[src/rtl/pipeline_ctrl_pkg.sv]
// rtl/pipeline_ctrl_pkg.sv - shared constants for the hazard/pipeline-control unit
package pipeline_ctrl_pkg;

  localparam int REG_AW = 5;

  typedef enum logic [1:0] {
    FWD_NONE = 2'b00,
    FWD_EX   = 2'b01,
    FWD_MEM  = 2'b10
  } fwd_e;

  localparam logic [REG_AW-1:0] REG_X0 = '0;

endpackage

[src/rtl/pipeline_ctrl_fwd_sel.sv]
// rtl/pipeline_ctrl_fwd_sel.sv - operand-forwarding select for one ID source register
module fwd_sel
  import pipeline_ctrl_pkg::*;
(
  input  logic [REG_AW-1:0] rs,
  input  logic [REG_AW-1:0] ex_rd,
  input  logic              ex_reg_write,
  input  logic [REG_AW-1:0] mem_rd,
  input  logic              mem_reg_write,
  output logic [1:0]        sel
);

  logic ex_hit;
  logic mem_hit;

  assign ex_hit  = ex_reg_write  && (ex_rd  != REG_X0) && (ex_rd  == rs);
  assign mem_hit = mem_reg_write && (mem_rd != REG_X0) && (mem_rd == rs);

  // The EX producer is younger than MEM, so its value wins when both match.
  always_comb begin
    sel = FWD_NONE;
    if (ex_hit) begin
      sel = FWD_EX;
    end else if (mem_hit) begin
      sel = FWD_MEM;
    end
  end

endmodule

[src/rtl/pipeline_ctrl.sv]
// rtl/pipeline_ctrl.sv - forwarding selects, load-use stall and branch/jump flush control
module pipeline_ctrl #(
  parameter int REG_AW = pipeline_ctrl_pkg::REG_AW,
  parameter int FWD_W  = 2
) (
  input  logic              clk,
  input  logic              rst_n,
  input  logic [REG_AW-1:0] id_rs1,
  input  logic [REG_AW-1:0] id_rs2,
  input  logic [REG_AW-1:0] ex_rd,
  input  logic [REG_AW-1:0] mem_rd,
  input  logic              ex_reg_write,
  input  logic              mem_reg_write,
  input  logic              branch_taken,
  input  logic              jump,
  output logic [FWD_W-1:0]  forward_a,
  output logic [FWD_W-1:0]  forward_b,
  output logic              if_stall,
  output logic              id_stall,
  output logic              ex_stall,
  output logic              if_flush,
  output logic              id_flush,
  output logic              ex_flush
);

  import pipeline_ctrl_pkg::*;

  logic [1:0] sel_a;
  logic [1:0] sel_b;
  logic       hz;
  logic       ctl;
  logic       unused_clk;

  // The decision logic is stateless; clk only keeps the port list uniform.
  assign unused_clk = clk;

  fwd_sel u_fwd_a (
    .rs            (id_rs1),
    .ex_rd         (ex_rd),
    .ex_reg_write  (ex_reg_write),
    .mem_rd        (mem_rd),
    .mem_reg_write (mem_reg_write),
    .sel           (sel_a)
  );

  fwd_sel u_fwd_b (
    .rs            (id_rs2),
    .ex_rd         (ex_rd),
    .ex_reg_write  (ex_reg_write),
    .mem_rd        (mem_rd),
    .mem_reg_write (mem_reg_write),
    .sel           (sel_b)
  );

  // No mem_read input exists, so every EX producer is treated as a load.
  assign hz  = ex_reg_write && (ex_rd != REG_X0) &&
               ((ex_rd == id_rs1) || (ex_rd == id_rs2));
  assign ctl = branch_taken || jump;

  always_comb begin
    forward_a = FWD_W'(FWD_NONE);
    forward_b = FWD_W'(FWD_NONE);
    if_stall  = 1'b0;
    id_stall  = 1'b0;
    ex_stall  = 1'b0;
    if_flush  = 1'b0;
    id_flush  = 1'b0;
    ex_flush  = 1'b0;
    if (rst_n) begin
      forward_a = FWD_W'(sel_a);
      forward_b = FWD_W'(sel_b);
      // A redirect squashes the stalled ID instruction, so the flush wins.
      if (ctl) begin
        if_flush = 1'b1;
        id_flush = 1'b1;
      end else if (hz) begin
        if_stall = 1'b1;
        id_stall = 1'b1;
        ex_flush = 1'b1;
      end
    end
  end

endmodule

[config.mk]
export PLATFORM = sky130hd
export DESIGN_NAME = pipeline_ctrl
export DESIGN_NICKNAME = d
export VERILOG_FILES = /design/src/rtl/pipeline_ctrl_pkg.sv /design/src/rtl/pipeline_ctrl_fwd_sel.sv /design/src/rtl/pipeline_ctrl.sv
export SDC_FILE = /design/constraint.sdc
export NUM_CORES = 1
export LEC_CHECK = 0
export CELL_PAD_IN_SITES_DETAIL_PLACEMENT = 0
export CELL_PAD_IN_SITES_GLOBAL_PLACEMENT = 1
export CORE_ASPECT_RATIO = 1.1
export CORE_UTILIZATION = 17
export DETAILED_ROUTE_END_ITERATION = 16
export PLACE_DENSITY = 0.85
export RECOVER_POWER = 25
export SLEW_MARGIN = 20
export SYNTH_ARGS = -nofsm -noshare
export SYNTH_HDL_FRONTEND = slang
export SYNTH_SLANG_ARGS = --single-unit
export TNS_END_PERCENT = 1
[constraint.sdc]
create_clock -name vclk -period 1.7
set_input_delay 0.34 -clock vclk [all_inputs]
set_output_delay 0.34 -clock vclk [all_outputs]
set_load 0.02 [all_outputs]
* Yosys cells after proc, flatten, opt, wreduce, memory -nomap -nowiden
Index checks and enable logic that the tools add are counted.
** Word-level totals
- Memory bits (read-only) :: 0
- RAM bits :: 0
- Output and inout port bits :: 10
- Memories kept :: 0
- Flip-flop bits (word level) :: 0
- Latch bits :: 0
** Operators by class
- Order comparisons :: 0
- Mux-type cells :: 11
- Equal/unequal tests :: 4
- $mul :: 0
- Divide/modulo/power cells :: 0
- Shifts and indexed selects :: 0
- Bitwise logic cells :: 0
- Reduce and logical (&&, ||, !) cells :: 11
- Add/sub/neg operators :: 0
** Operator list (number)
- 5-bit equality test :: 4
- 2-bit 2-to-1 mux :: 6
- 5-bit nonzero test :: 2
- 1-bit logical AND :: 7
- 1-bit 2-to-1 mux :: 5
- 1-bit logical OR :: 2

* Logic depth before layout (Yosys ltp)
- Depth after elaboration :: 6
- Depth in mapped cells :: 5
- Mapped depth without buffers :: 4

* Hierarchy
A second synthesis with hierarchy kept.
** Second synthesis, totals
- Cell total of the unflattened synthesis :: 70
- Area total of the unflattened synthesis :: 515.5 um^2
** By module, submodules not included
- fwd_sel :: cells each 21, area an instance 158.9 um^2, times used 2
- pipeline_ctrl :: cells each 28, area an instance 197.7 um^2, times used 1

* Least setup slack after synthesis
Ideal clock, no wire load.
- Kind :: input to output
- Start :: input port ex_rd[1]
- End :: output port id_stall
- Arrival time :: 1.776 ns
- Slack :: -0.416 ns
- Data required time :: 1.360 ns
- Stages :: 5
- Path through :: xor2_1 > nor3_1 > nand3_1 > a2111oi_2 > buf_4
** Between the ends
- Word-level cells in the longest chain between the ends :: 6
- Elaborated cells between the ends (all ways) :: 9
- Classes of those cells :: eq/ne (2); mux (3); reduce/logical (4)
** Ends and longest elaborated chain
- start: declaration :: line pipeline_ctrl.sv:10 : input logic [REG_AW-1:0] ex_rd,
- 5-bit equality test or 5-bit nonzero test (tied branches) :: line pipeline_ctrl.sv:57, pipeline_ctrl.sv:56
- 1-bit logical OR or 1-bit logical AND (tied branches) :: line pipeline_ctrl.sv:57, pipeline_ctrl.sv:56
- 1-bit logical AND * :: line pipeline_ctrl.sv:56 : assign hz = ex_reg_write && (ex_rd != REG_X0) &&
- 1-bit 2-to-1 mux * (3 in series)
- end: declaration :: line pipeline_ctrl.sv:19 : output logic id_stall,
Mark *: on every way between the ends. The rest lies on a longest branch, timed or not.

* Worst setup path after layout
- Start :: input port id_rs1[0]
- End :: output port id_stall
** Between the ends
- Word-level cells in the longest chain between the ends :: 6
** Ends and longest elaborated chain
- start: declaration :: line pipeline_ctrl.sv:8 : input logic [REG_AW-1:0] id_rs1,
- 5-bit equality test :: line pipeline_ctrl.sv:57 : ((ex_rd == id_rs1) || (ex_rd == id_rs2));
- 1-bit logical OR :: line pipeline_ctrl.sv:57
- 1-bit logical AND :: line pipeline_ctrl.sv:56
- 1-bit 2-to-1 mux :: line pipeline_ctrl.sv:76 : end else if (hz) begin
- 1-bit 2-to-1 mux :: line pipeline_ctrl.sv:73 : if (ctl) begin
- 1-bit 2-to-1 mux :: line pipeline_ctrl.sv:69 : if (rst_n) begin
Every way passes these cells.

==> results.toml <==
[timing]
fmax_mhz = 520
maxSlewViolCount = 0
setup-violations-final = 7
setup_ws_ns = -0.225
finalSetupTns_ns = -1.24
grt_setup_unrepaired = "true"
period_needed_ns = 1.92
hold_ws_ns = 1.13
final_hold_viol_count = 0
fin_crit_sh_pct = 113

[final_layout]
nFillCells = 205
design.seq.count = 0
fin_area_um2 = 851
antenna_cells = 0
postLayoutCoreUtil_pct = 46.2
fin_cells = 119
drive_gt1_share_pct = 59.8
layout_commonest_cell = "buf_4"
layout_common_cells = "buf_4 (22), xor2_1 (11), xnor2_1 (8), buf_6 (8), clkbuf_2 (7)"
clockBufferCount = 0
seq_area_um2 = 0
area_delta_synth_final_pct = 145
nets = 120

[floorplanning]
dieArea_um2 = 2220
die_w_um = 45.1
dieHeight_um = 49.4
start_util_pct = 18.8
io_pins = 36
row_count = 16
core_um2 = 1840

[pwr]
ir_worst_vdd_mv = 0.0851
switching_share_pct = 43.9
power.leakage_nw = 0.388
pwr-share-clk_pct = 0
total_power_uw = 183
p_seq_share_pct = 0
combPwrFrac_pct = 100.0
p_switching_uw = 80.4
power.density_nw_per_um2 = 215
p_int_uw = 103

[critical_path]
crit_slowest_cell = "a2111oi_4"
crit_fanout = 3
crit_top_cell = "buf_4"
required_ns = 1.36
worstSetupStartpointType = "input pin"
cp-end-kind = "output pin"
critPathMaxStageDelay_ns = 0.32
arrival_ns = 1.58
worstPathBufferInverterCount = 3
critical_path.top_delay_family = "buffers and inverters"
critPathKind = "input pin to output pin"
path_cells = "buf_6, xor2_1, nor3_1, nand3_1, buf_4, a2111oi_4, buf_4"

[grt]
grt_max_degree = 4
grt_use_total_pct = 12.0
grt_pass1_wl_mm = 2.06
grt_pass1_vias = 505
grt_overflow_total = 0
antenna_found_initial = 0

[place]
place_inst = 116
portBuffers = 34
place.gp.congestion = 0.826
hpwl_mm = 1.08
dpl_worst_slack_ns = -1.09
placed_area_um2 = 831

[yosys]
synth_cell_types = 15
syn_inst = 42
synth_nets = 68
yosysWarnings = 0
postSynthAreaPerCell_um2 = 8.25
synthesis.area_um2 = 347
ys_seq_area_share_pct = 0

[detailed_routing]
drt_wl_total_mm = 1.31
avgRoutedWirePerCell_um = 11.0
route.detailed.drc = 0
vias_per_cell = 4.09
routed.top_layer = "met4"
detailroute.wirelength.met2_um = 695
vias = 487
wl_met3_um = 81
first_pass_iters = 2
drt-met1-wl_um = 514
ant_nets = 0
drtIter0Drc = 1

[min_path]
holdCritPathClass = "input pin to output pin"

[status]
outcome = "finished with violations"
violations = "setup timing"

[clock_tree]
holdBufCountCts = 0

[job]
drv_cap = 0
==> cells in the mapped netlist (all sizes together) <==
cell type	count	share of area (%)
o2111a	2	6.5
nor2	2	2.2
o21a	1	2.2
nor4	2	3.6
buf	4	8.7
o211ai	2	7.2
nor3	2	2.9
xor2	12	30
xnor2	8	20
conb	1	1.1
nand3	2	2.9
a2111oi	1	4.3
or4	2	5.4
o21ai	1	2.5
==> final cells by class <==
cell class                      count  area, um^2  area share (%)
Multi-Input combinational cell     38         380            44.7
Tap cell                           27        33.8            3.97
Timing Repair Buffer               54         437            51.3
==> routing by layer <==
| metal | up-vias | track usage (%) |
|---|---|---|
| li1 | 248 | - |
| met1 | 213 | 14.3 |
| met2 | 24 | 22.7 |
| met3 | 2 | 1.11 |
| met4 | 0 | 1.52 |
| met5 | - | 0 |
==> power groups by stage <==
stage / Clock, mW / Sequential (mW) / Combinational (mW)
floorplan: 0 / 0 / 0.0613
global placement: 0 / 0 / 0.180
detailed placement: 0 / 0 / 0.181
CTS: 0 / 0 / 0.178
global route: 0 / 0 / 0.196
finish: 0 / 0 / 0.183
==> final timing paths <==
path    startpoint           end  slack [ns]  cells after the start
max      id_rs1[0]      id_stall       -0.22                      7
min   ex_reg_write  forward_a[0]        1.13                      4
==> cells by family (layout without fill, tap and decap cells) <==
family / after synthesis / count (layout) / share of synthesized area (%)
other cells: 1 / 1 / 1.08
compound gates: 7 / 7 / 22.7
xor+xnor: 20 / 20 / 50.5
buf+inv: 4 / 54 / 8.66
simple gates: 10 / 10 / 17.0
==> what timing repair did <==
item                       4_1_cts  5_1_grt
setup endpoints to repair        9        9
gates resized for setup        100       18
setup buffers                    3        0
pin swaps                       14       12
hold endpoints to repair         0        0
Power figures use the tool's default switching activity.
